### src/rtl/interval_timer_ctrl_pkg.sv
// Shared types for the interval timer: FSM state encoding and mode constants.
package timer_pkg;

   typedef enum logic [1:0] {
      IDLE = 2'd0,
      RUN  = 2'd1,
      HOLD = 2'd2,
      DONE = 2'd3
   } state_t;

   localparam logic MODE_PERIODIC = 1'b0;
   localparam logic MODE_ONESHOT  = 1'b1;

endpackage

### src/rtl/interval_timer_ctrl_if.sv
// Control/status bundle between software-facing registers and the interval timer.
interface interval_timer_ctrl_if #(parameter int WIDTH = 8);

   // Control inputs are single-cycle pulses except pause (level). irq is held
   // until irq_ack is seen for one cycle; a tick landing in the ack cycle wins.
   logic [WIDTH-1:0]     cfg_period;
   logic                 cfg_oneshot;
   logic                 start;
   logic                 stop;
   logic                 pause;
   logic                 irq_ack;
   logic [WIDTH-1:0]     cnt;
   logic                 busy;
   logic                 tick;
   logic                 done;
   logic                 irq;
   logic                 overrun;
   logic                 cfg_err;
   timer_pkg::state_t    dbg_state;

   modport master (
      output cfg_period, cfg_oneshot, start, stop, pause, irq_ack,
      input  cnt, busy, tick, done, irq, overrun, cfg_err, dbg_state
   );

   modport slave (
      input  cfg_period, cfg_oneshot, start, stop, pause, irq_ack,
      output cnt, busy, tick, done, irq, overrun, cfg_err, dbg_state
   );

endinterface

### src/rtl/interval_timer_ctrl_counter_en.sv
// WIDTH-bit up-counter with synchronous clear and enable; wraps at period-1.
module counter_en #(
   parameter int WIDTH = 8
) (
   input  logic             clk,
   input  logic             rst,
   input  logic             clr,
   input  logic             en,
   input  logic [WIDTH-1:0] period,
   output logic [WIDTH-1:0] cnt,
   output logic             term
);

   // Unqualified by en so the controller can use it without a comb loop.
   assign term = (cnt == period - WIDTH'(1));

   always_ff @(posedge clk or negedge rst) begin
      if (!rst) begin
         cnt <= '0;
      end else if (clr) begin
         cnt <= '0;
      end else if (en) begin
         cnt <= term ? '0 : cnt + WIDTH'(1);
      end
   end

endmodule

### src/rtl/interval_timer_ctrl.sv
// Programmable interval timer controller: run/pause/stop sequencing, tick
// generation and a sticky interrupt with overrun detection.
module interval_timer_ctrl
   import timer_pkg::*;
#(
   parameter int WIDTH = 8
) (
   input  logic                  clk,
   input  logic                  rst,
   interval_timer_ctrl_if.slave  bus
);

   state_t           state_q, state_d;
   logic [WIDTH-1:0] period_q;
   logic             mode_q;
   logic             tick_q, tick_d;
   logic             done_q, done_d;
   logic             irq_q, irq_d;
   logic             ovr_q, ovr_d;
   logic             err_q, err_d;
   logic             load;
   logic             cnt_clr;
   logic             cnt_en;
   logic             cnt_term;
   logic [WIDTH-1:0] cnt;

   counter_en #(.WIDTH(WIDTH)) u_cnt (
      .clk    (clk),
      .rst    (rst),
      .clr    (cnt_clr),
      .en     (cnt_en),
      .period (period_q),
      .cnt    (cnt),
      .term   (cnt_term)
   );

   always_comb begin
      state_d = state_q;
      load    = 1'b0;
      cnt_clr = 1'b0;
      cnt_en  = 1'b0;
      tick_d  = 1'b0;
      done_d  = done_q;
      err_d   = 1'b0;
      irq_d   = irq_q;
      ovr_d   = ovr_q;

      if (bus.stop) begin
         state_d = IDLE;
         cnt_clr = 1'b1;
         done_d  = 1'b0;
      end else if (bus.start) begin
         if (bus.cfg_period != '0) begin
            state_d = RUN;
            load    = 1'b1;
            cnt_clr = 1'b1;
            done_d  = 1'b0;
         end else begin
            err_d = 1'b1;
         end
      end else begin
         case (state_q)
            RUN, HOLD: begin
               // Leaving HOLD counts on the same edge, so a pause of N cycles
               // delays the tick by exactly N.
               if (bus.pause) begin
                  state_d = HOLD;
               end else begin
                  state_d = RUN;
                  cnt_en  = 1'b1;
                  if (cnt_term) begin
                     tick_d = 1'b1;
                     if (mode_q == MODE_ONESHOT) begin
                        state_d = DONE;
                        done_d  = 1'b1;
                     end
                  end
               end
            end
            default: ;
         endcase
      end

      if (tick_d) begin
         irq_d = 1'b1;
         if (irq_q && !bus.irq_ack) begin
            ovr_d = 1'b1;
         end
      end else if (bus.irq_ack) begin
         irq_d = 1'b0;
         ovr_d = 1'b0;
      end
   end

   always_ff @(posedge clk or negedge rst) begin
      if (!rst) begin
         state_q  <= IDLE;
         period_q <= '0;
         mode_q   <= MODE_PERIODIC;
         tick_q   <= 1'b0;
         done_q   <= 1'b0;
         irq_q    <= 1'b0;
         ovr_q    <= 1'b0;
         err_q    <= 1'b0;
      end else begin
         state_q <= state_d;
         if (load) begin
            period_q <= bus.cfg_period;
            mode_q   <= bus.cfg_oneshot;
         end
         tick_q <= tick_d;
         done_q <= done_d;
         irq_q  <= irq_d;
         ovr_q  <= ovr_d;
         err_q  <= err_d;
      end
   end

   assign bus.cnt       = cnt;
   assign bus.busy      = (state_q == RUN) || (state_q == HOLD);
   assign bus.tick      = tick_q;
   assign bus.done      = done_q;
   assign bus.irq       = irq_q;
   assign bus.overrun   = ovr_q;
   assign bus.cfg_err   = err_q;
   assign bus.dbg_state = state_q;

endmodule

### src/flat_wrapper.sv
// flat-port wrapper written by rule: the top's interface ports become plain ports
module interval_timer_ctrl_flat import timer_pkg::*;
#(
   parameter int WIDTH = 8
)
  (clk, rst, bus_cfg_period, bus_cfg_oneshot, bus_start, bus_stop, bus_pause, bus_irq_ack, bus_cnt, bus_busy, bus_tick, bus_done, bus_irq, bus_overrun, bus_cfg_err, bus_dbg_state);
  interval_timer_ctrl_if #(.WIDTH(WIDTH)) bus_i ();
  input  logic clk;
  input  logic rst;
  input wire logic [$bits(bus_i.cfg_period)-1:0] bus_cfg_period;
  input wire logic [$bits(bus_i.cfg_oneshot)-1:0] bus_cfg_oneshot;
  input wire logic [$bits(bus_i.start)-1:0] bus_start;
  input wire logic [$bits(bus_i.stop)-1:0] bus_stop;
  input wire logic [$bits(bus_i.pause)-1:0] bus_pause;
  input wire logic [$bits(bus_i.irq_ack)-1:0] bus_irq_ack;
  output wire logic [$bits(bus_i.cnt)-1:0] bus_cnt;
  output wire logic [$bits(bus_i.busy)-1:0] bus_busy;
  output wire logic [$bits(bus_i.tick)-1:0] bus_tick;
  output wire logic [$bits(bus_i.done)-1:0] bus_done;
  output wire logic [$bits(bus_i.irq)-1:0] bus_irq;
  output wire logic [$bits(bus_i.overrun)-1:0] bus_overrun;
  output wire logic [$bits(bus_i.cfg_err)-1:0] bus_cfg_err;
  output wire logic [$bits(bus_i.dbg_state)-1:0] bus_dbg_state;
  assign bus_i.cfg_period = bus_cfg_period;
  assign bus_i.cfg_oneshot = bus_cfg_oneshot;
  assign bus_i.start = bus_start;
  assign bus_i.stop = bus_stop;
  assign bus_i.pause = bus_pause;
  assign bus_i.irq_ack = bus_irq_ack;
  assign bus_cnt = bus_i.cnt;
  assign bus_busy = bus_i.busy;
  assign bus_tick = bus_i.tick;
  assign bus_done = bus_i.done;
  assign bus_irq = bus_i.irq;
  assign bus_overrun = bus_i.overrun;
  assign bus_cfg_err = bus_i.cfg_err;
  assign bus_dbg_state = bus_i.dbg_state;
  interval_timer_ctrl #(.WIDTH(WIDTH)) u_core (.clk(clk), .rst(rst), .bus(bus_i));
endmodule
### config.mk
export PLATFORM = sky130hd
export DESIGN_NAME = interval_timer_ctrl_flat
export DESIGN_NICKNAME = d
export VERILOG_FILES = /design/src/rtl/interval_timer_ctrl_pkg.sv /design/src/rtl/interval_timer_ctrl_if.sv /design/src/rtl/interval_timer_ctrl_counter_en.sv /design/src/rtl/interval_timer_ctrl.sv /design/src/flat_wrapper.sv
export SDC_FILE = /design/constraint.sdc
export NUM_CORES = 1
export LEC_CHECK = 0
export ABC_AREA = 1
export CORE_ASPECT_RATIO = 0.7
export CORE_MARGIN = 3
export CORE_UTILIZATION = 54
export CTS_BUF_LIST = sky130_fd_sc_hd__clkbuf_16
export DETAILED_ROUTE_END_ITERATION = 10
export GPL_TIMING_DRIVEN = 1
export PLACE_DENSITY = 0.85
export SETUP_SLACK_MARGIN = 0.05
export SKIP_CTS_REPAIR_TIMING = 1
export SLEW_MARGIN = 25
export SYNTH_ARGS = -nofsm -noshare
export SYNTH_HDL_FRONTEND = slang
export SYNTH_SLANG_ARGS = --single-unit
### constraint.sdc
create_clock -name clk -period 3.9 [get_ports clk]
set_input_delay 0.585 -clock clk [delete_from_list [all_inputs] [get_ports clk]]
set_output_delay 0.585 -clock clk [all_outputs]
set_load 0.02 [all_outputs]
-- Word level (Yosys, flattened, before mapping)
Cells that the tools add are included.
W data, S select, Z words.
- memories kept: 0
- latch bits: 0
- word-level logic and storage cells: 67
- ROM bits: 0
- bits in registers: 24
- output and inout port bits: 16
- memory bits (writable): 0
- add/sub/neg operators: 2
- bitwise logic cells: 0
- reductions and logical operators: 13
- mux-type cells: 37
- multiply operators: 0
- shift-type cells: 0
- equality and inequality tests: 6
- divide/modulo/power cells: 0
- order comparisons: 0
- operator list (kind ; count):
    $mux W1 ; 27
    $mux W8 ; 3
    $mux W2 ; 7
    $reduce_bool A3 Y1 ; 3
    $add A8 B1 Y8 const B ; 1
    $eq A8 B8 Y1 ; 1
    $reduce_bool A8 Y1 ; 1
    $sub A8 B1 Y8 const B ; 1
    $reduce_and A5 Y1 ; 1
    $reduce_and A2 Y1 ; 2
    $reduce_bool A2 Y1 ; 2
    $ne A3 B1 Y1 const B ; 1
    $ne A3 B3 Y1 const B ; 1
    $eq A2 B1 Y1 const B ; 1
    $eq A2 B2 Y1 const B ; 1
    $ne A2 B2 Y1 const B ; 1
    $reduce_or A2 Y1 ; 1
    $logic_and A1 B1 Y1 ; 1
    $logic_not A1 Y1 ; 1
    $logic_or A1 B1 Y1 ; 1

-- Depth between registers and ports, before layout
Gate-level depths: netlist of the first run.
- depth in word-level cells: 9
- mapped depth: 13
- mapped depth without buffers: 13

-- Modules after synthesis
A second synthesis of the first run with hierarchy kept.
- cells, all modules: 205
- area, all modules: 1477.7 um2
- modules (own cells, without submodules) (module ; cells an instance ; area an instance (um2) ; times used):
    counter_en ; 120 ; 750.7 ; 1
    interval_timer_ctrl ; 85 ; 726.9 ; 1

-- Worst setup path before layout of the first run
No wires, ideal clock.
- path kind: input to register
- from: input bus_cfg_period[6]
- to: register u_core.mode_q
- path buffers: 0
- library setup time: 0.125 ns
- cell stages on the path: 5
- setup slack: 2.288 ns
- arrival time: 1.487 ns
- required time: 3.775 ns
- path through: inv_1 -> nand4_1 -> or2_1 -> nand3_1 -> mux2_2
- longest elaborated chain between the ends: 4
- ends and longest elaborated chain (item ; line ; RTL):
    from (decl) ; flat_wrapper.sv:10 ; input wire logic [$bits(bus_i.cfg_period)-1:0] bus_cfg_period;
    $reduce_bool A8 Y1 ; interval_timer_ctrl.sv:53 ; if (bus.cfg_period != '0) begin
    $mux W1 ; interval_timer_ctrl.sv:53 ;
    $mux W1 ; interval_timer_ctrl.sv:52 ; end else if (bus.start) begin
    $mux W1 ; interval_timer_ctrl.sv:48 ; if (bus.stop) begin
    to (signal assigned) ; interval_timer_ctrl.sv:109 ; mode_q <= bus.cfg_oneshot;
    to (decl) ; interval_timer_ctrl.sv:15 ; logic mode_q;
Every way passes these cells.
A chain may end at the register's enable or synchronous reset.

-- Worst setup path in the final report of the first run
- from: input bus_cfg_period[7]
- to: register u_core.mode_q
The elaborated chain is that of the path after synthesis.

==> results of run 1 <==
[cell type report]
class	count	share of cell area
clock buffers	3	0.04065
clock inverters	1	0.01626
inverters	37	0.07520
multi-input cells	130	0.3611
flip-flops and latches	24	0.3252
well taps	32	0.02168
repair buffers	30	0.1599
[kinds of logic (layout without fill, tap and decap cells)]
| kind of cell | after synthesis | count (layout) | share of synthesized area |
|---|---|---|---|
| DFF | 24 | 24 | 0.4255 |
| muxes | 1 | 1 | 0.007978 |
| and+or+nand+nor | 92 | 92 | 0.2917 |
| AOI/OAI and AO/OA | 28 | 28 | 0.1117 |
| adders and majority gates | 2 | 2 | 0.01773 |
| xor gates and xnor gates | 7 | 7 | 0.04344 |
| buffers and inverters | 38 | 71 | 0.1019 |
[routing by layer]
layer	routed length, µm	GRT usage	up-vias
met2	1606	0.3573	71
met3	279	0.04378	9
li1	-	-	676
met5	0	0	-
met4	48	0.06397	0
met1	1435	0.2991	624
[Yosys cell counts (all sizes together)]
| library cell | count |
|---|---|
| nor3 | 2 |
| a21boi | 1 |
| xor2 | 4 |
| xnor2 | 3 |
| inv | 37 |
| o22ai | 7 |
| nand4 | 5 |
| a21oi | 3 |
| ha | 2 |
| nand2 | 51 |
| dfrtp | 24 |
| mux2 | 1 |
| or2 | 1 |
| buf | 1 |
| nor2 | 17 |
| nand3 | 15 |
| o21ai | 17 |
| and2 | 1 |
[state kept, by name, summed over array words and instances, names as in the netlist]
register / flops
u_core.bus.tick: 1
u_core.bus.cfg_err: 1
u_core.bus.overrun: 1
u_core.bus.done: 1
u_core.bus.dbg_state: 2
u_core.mode_q: 1
u_core.period_q: 8
u_core.bus.irq: 1
u_core.u_cnt.cnt: 8
[worst paths after layout]
| check | start | slack [ns] | to |
|---|---|---|---|
| min in group clk | u_core.period_q[7] | 0.51 | u_core.period_q[7] |
| setup reg to reg | u_core.period_q[0] | 2.04 | u_core.u_cnt.cnt[2] |
| hold / removal | rst | 0.31 | u_core.u_cnt.cnt[5] |
| hold reg to reg | u_core.period_q[7] | 0.51 | u_core.period_q[7] |
| setup / recovery | bus_cfg_period[7] | 1.79 | u_core.mode_q |
| max in group asynchronous | rst | 3.23 | u_core.period_q[3] |
[power groups by stage]
stage                     Combinational (W)  Sequential, W  Clock [W]
after floorplan                   0.0000758       0.000281          0
after global placement             0.000112       0.000283          0
after detailed placement           0.000118       0.000284          0
after CTS                          0.000120       0.000280   0.000292
after global routing               0.000137       0.000283   0.000305
final                              0.000121       0.000280   0.000289
[placed cells by master (no fill, tap or decap), types with 2 or more instances in the layout]
| master | Yosys | routed |
|---|---|---|
| nand4_1 | 5 | 5 |
| dfrtp_1 | 24 | 24 |
| clkbuf_16 | 0 | 3 |
| o22ai_1 | 6 | 6 |
| xnor2_1 | 3 | 3 |
| nand2_2 | 2 | 2 |
| inv_1 | 36 | 36 |
| nand3_1 | 14 | 14 |
| nor2_1 | 15 | 15 |
| a21oi_1 | 3 | 3 |
| nor2_2 | 2 | 2 |
| nand2_1 | 48 | 48 |
| clkdlybuf4s50_1 | 0 | 29 |
| ha_1 | 2 | 2 |
| xor2_1 | 4 | 4 |
| o21ai_0 | 17 | 17 |
[critical path, delay by kind of cell]
family / cells / cell delay [ns]
buffers and inverters: 2 / 0.49
muxes: 1 / 0.40
and+or+nand+nor: 3 / 0.78
[metrics by stage]
| step | area, µm² | hold WS (ns) | utilization | setup slack [ns] |
|---|---|---|---|---|
| finish | 1847 | 0.3063 | 0.7987 | 1.792 |
| global route | 1847 | 0.3444 | 0.7987 | 1.687 |
| CTS | 1847 | 0.3275 | 0.7987 | 1.827 |
| detailed placement | 1742 | 0.5028 | 0.7532 | 1.601 |
| global placement | 1747 | 0.5047 | 0.7554 | 1.665 |
| floorplan | 1411 | 0.2894 | - | 2.288 |
==> impl_metrics.json, run 1 <==
{
  "drt_iter0_drc": 152,
  "root_buffer": "clkbuf_16",
  "fin_crit_sh": 0.5404,
  "internal_power_w": 0.0005160,
  "routedWlPerCell_um": 13.11,
  "worst_ep_required_time_ns": 4.04,
  "cts_tree": "yes",
  "seq_area_um2": 600.6,
  "routed_via_density": 5.370,
  "coreArea_um2": 2312,
  "layout-drive-gt1-share": 0.06667,
  "final_cell_count_no_fill": 257,
  "crit_type": "primary input to flop",
  "finalSetupViolCount": 0,
  "powerDensity_nw_per_um2": 373.7,
  "grt_pass1_vias": 1304,
  "syn_area_per_cell_um2": 7.351,
  "cp_slowest_cell": "clkdlybuf4s50_1",
  "clk_latency_ns": 0.26,
  "h-tree-depth": 1,
  "hold_viol": 0,
  "multi_input_area_um2": 666.9,
  "cp-end-kind": "flop",
  "initial_core_util": 0.6104,
  "tightest_slew_ns": 0.5404,
  "nets": 243,
  "maxCapViolations": 0,
  "gp_congestion": 0.8044,
  "routed_wl_um": 3370,
  "yosysTopAreaCell": "dfrtp_1",
  "syn_nets": 209,
  "track_usage": 0.2214,
  "clkSinkCount": 24,
  "slew_viol_final": 0,
  "fmax_mhz": 474.5,
  "status": "completed",
  "synthTopCellsByArea": "dfrtp_1 (43%), nand2_1 (13%), inv_1 (9.6%)",
  "synth_cells": 192,
  "grt_pass1_wl_um": 5692,
  "switching_share": 0.2524,
  "crit_arrival_ns": 2.25,
  "worst_setup_path_start_kind": "primary input",
  "clockPowerShare": 0.419,
  "critical_path.max_fanout": 17,
  "tns_ns": 0,
  "rows": 14,
  "synth-seq-cells": 24,
  "grt_max_degree": 25,
  "drt-pass1-iter-count": 5,
  "combPwrFrac": 0.175,
  "diodes": 0,
  "synth_area_um2": 1411,
  "dp_cells": 253,
  "p_sw_w": 0.0001742,
  "slew-limit-headroom": 0.6397,
  "reg2regPathDepth": 11,
  "dp_hpwl_um": 2538,
  "dieWidth_um": 67.11,
  "ys_seq_area_frac": 0.4255,
  "pwr-share-seq": 0.406,
  "ys_warn_count": 0,
  "clk_pin_slew_worst_paths_ns": 0.06,
  "crit_chain": "clkdlybuf4s50_1, inv_1, nand4_1, or2_1, nand3_1, mux2_2",
  "power_leakage_nw": 0.8898,
  "vias": 1380,
  "drc": 0,
  "cts_buffers": 3,
  "post-synth-top-area-fraction": 0.4255,
  "hp-class": "primary input to async pin",
  "port_buffers": 30,
  "die-area_um2": 3273,
  "slowest_delay_ns": 0.41,
  "io-pin-count": 31,
  "gr-total-overflow": 0,
  "netlist-cell-type-count": 25,
  "die_h_um": 48.78,
  "area_delta_synth_final_pct": 30.85,
  "power.total_w": 0.0006902,
  "vdd_ir_drop_max_v": 0.0002467,
  "rsz0062_at_grt": "false",
  "antenna_left": 0,
  "n_fill_cell": 171,
  "skew_ns": 0.001255,
  "min_period_ns": 2.108,
  "antenna_found_initial": 0,
  "clock_path_buffers": 2
}
No activity file was read; power rests on OpenSTA's default activity.
==> inputs of run 2 (changes only) <==
--- a/config.mk
+++ b/config.mk
@@ -8,11 +8,11 @@
 export ABC_AREA = 1
 export CORE_ASPECT_RATIO = 0.7
 export CORE_MARGIN = 3
-export CORE_UTILIZATION = 54
+export CORE_UTILIZATION = 45
 export CTS_BUF_LIST = sky130_fd_sc_hd__clkbuf_16
 export DETAILED_ROUTE_END_ITERATION = 10
 export GPL_TIMING_DRIVEN = 1
-export PLACE_DENSITY = 0.85
+export PLACE_DENSITY = 0.75
 export SETUP_SLACK_MARGIN = 0.05
 export SKIP_CTS_REPAIR_TIMING = 1
 export SLEW_MARGIN = 25
==> constraint.sdc (replaced) <==
create_clock -name clk -period 1.75 [get_ports clk]
set_input_delay 0.2625 -clock clk [delete_from_list [all_inputs] [get_ports clk]]
set_output_delay 0.2625 -clock clk [all_outputs]
set_load 0.02 [all_outputs]
==> impl_metrics.json, run 2 (synthesis gave the netlist of run 1 again) <==
{
  "routedWlPerCell_um": 12.12,
  "antenna_found_initial": 0,
  "grt_max_degree": 25,
  "gp_congestion": 0.8561,
  "root_buffer": "clkbuf_16",
  "worst_setup_path_start_kind": "flop",
  "place_area_um2": 1797,
  "startpoint": "u_core.u_cnt.cnt[2]",
  "rows": 16,
  "critical_path.max_fanout": 6,
  "drt_iter0_drc": 72,
  "fmax_mhz": 614.5,
  "n_fill_cell": 236,
  "finalSetupViolCount": 0,
  "rsz0062_at_grt": "true",
  "r2r-start": "u_core.period_q[1]",
  "slew-limit-headroom": 0.7961,
  "diodes": 0,
  "crit_chain": "clkdlybuf4s50_1",
  "clkSinkCount": 24,
  "coreArea_um2": 2903,
  "tightest_slew_ns": 0.3058,
  "slowest_delay_ns": 0.65,
  "cp-end-kind": "output pin",
  "die_h_um": 52.86,
  "drt-pass1-iter-count": 4,
  "cts_buffers": 3,
  "track_usage": 0.1892,
  "vdd_ir_drop_max_v": 0.0004700,
  "cp_top_family": "buffers and inverters",
  "die-area_um2": 3855,
  "routed_via_density": 5.015,
  "fin_crit_sh": 0.9300,
  "min_period_ns": 1.627,
  "reg2reg_slack_ns": 0.15,
  "clk_latency_ns": 0.26,
  "layout-drive-gt1-share": 0.1472,
  "h-tree-depth": 1,
  "path_buf_inv": 1,
  "port_buffers": 30,
  "antenna_left": 0,
  "area_delta_synth_final_pct": 41.13,
  "cp_slowest_cell": "clkdlybuf4s50_1",
  "grt_pass1_vias": 1225,
  "skew_ns": 0.005840,
  "status": "completed",
  "vias": 1339,
  "final_common_cell": "nand2_1",
  "hold_viol": 0,
  "power_leakage_nw": 0.9534,
  "worst_ep_required_time_ns": 1.49,
  "drc": 0,
  "dp_hpwl_um": 2367,
  "routed_wl_um": 3235,
  "clk_pin_slew_worst_paths_ns": 0.06,
  "design_area_um2": 1992,
  "hp-class": "primary input to async pin",
  "dieWidth_um": 72.94,
  "slew_viol_final": 0,
  "tns_ns": 0,
  "grt_pass1_wl_um": 5533,
  "powerDensity_nw_per_um2": 803.6,
  "maxCapViolations": 0,
  "nets": 249,
  "crit_type": "flop to output pin",
  "cts_tree": "yes",
  "crit_arrival_ns": 1.36,
  "mostFrequentLayoutCells": "nand2_1 (44), inv_1 (34), clkdlybuf4s50_1 (29)",
  "io-pin-count": 31,
  "clock_path_buffers": 2,
  "initial_core_util": 0.4862,
  "gr-total-overflow": 0
}
[run 2: power breakdown]
group	switching (W)	internal (W)	total (W)
clock network	0.000190	0.000454	0.000645
logic	0.000187	0.000146	0.000333
registers	0.0000368	0.000586	0.000623
[run 2: path summary, 6_finish.rpt]
kind	end	cells past startpoint
min in group clk	u_core.period_q[7]	2
worst min register to register	u_core.period_q[7]	2
worst min-delay path	u_core.mode_q	2
max in group asynchronous	u_core.period_q[3]	2
worst max-delay path	bus_cnt[2]	1
worst max register to register	u_core.u_cnt.cnt[1]	11
[run 2: cell type report]
type                       count  area [µm²]  share of cell area
timing repair buffer          36       347.8              0.1746
clock buffer                   3       75.07             0.03769
sequential                    24       601.8              0.3021
clock inverter                 1       30.03             0.01508
multi-input combinational    130       753.2              0.3781
tap                           36       45.04             0.02261
inverter                      37       138.9             0.06972
[run 2: metrics by stage]
stage	util	total power, W	setup WS, ns	std cells	hold slack [ns]
5_1_grt	0.6862	0.001679	0.03371	267	0.3872
2_1_floorplan	-	0.0007960	0.1791	192	-0.03309
3_3_place_gp	0.6190	0.0009087	0.02572	263	0.5172
4_1_cts	0.6552	0.001560	-0.02342	267	0.3701
6_report	0.6862	0.001601	0.1226	267	0.3582
3_5_place_dp	0.6190	0.0009130	-0.01195	263	0.5157
[run 2: worst reg2reg max path: cells and delay by family, from the launching register on]
family / cells / cell delay, ns
AO/OA/AOI/OAI: 1 / 0.08
adder cells (fa/ha/maj): 1 / 0.15
buffers and inverters: 1 / 0.08
flip-flops: 1 / 0.39
AND/OR/NAND/NOR: 8 / 0.79
[run 2: routing by layer]
metal	vias up	track usage	part of all wire
met5	-	0	0
met4	0	0.04908	0.0093
met3	4	0.03795	0.070
met2	43	0.2994	0.43
met1	599	0.2645	0.50
li1	693	-	-
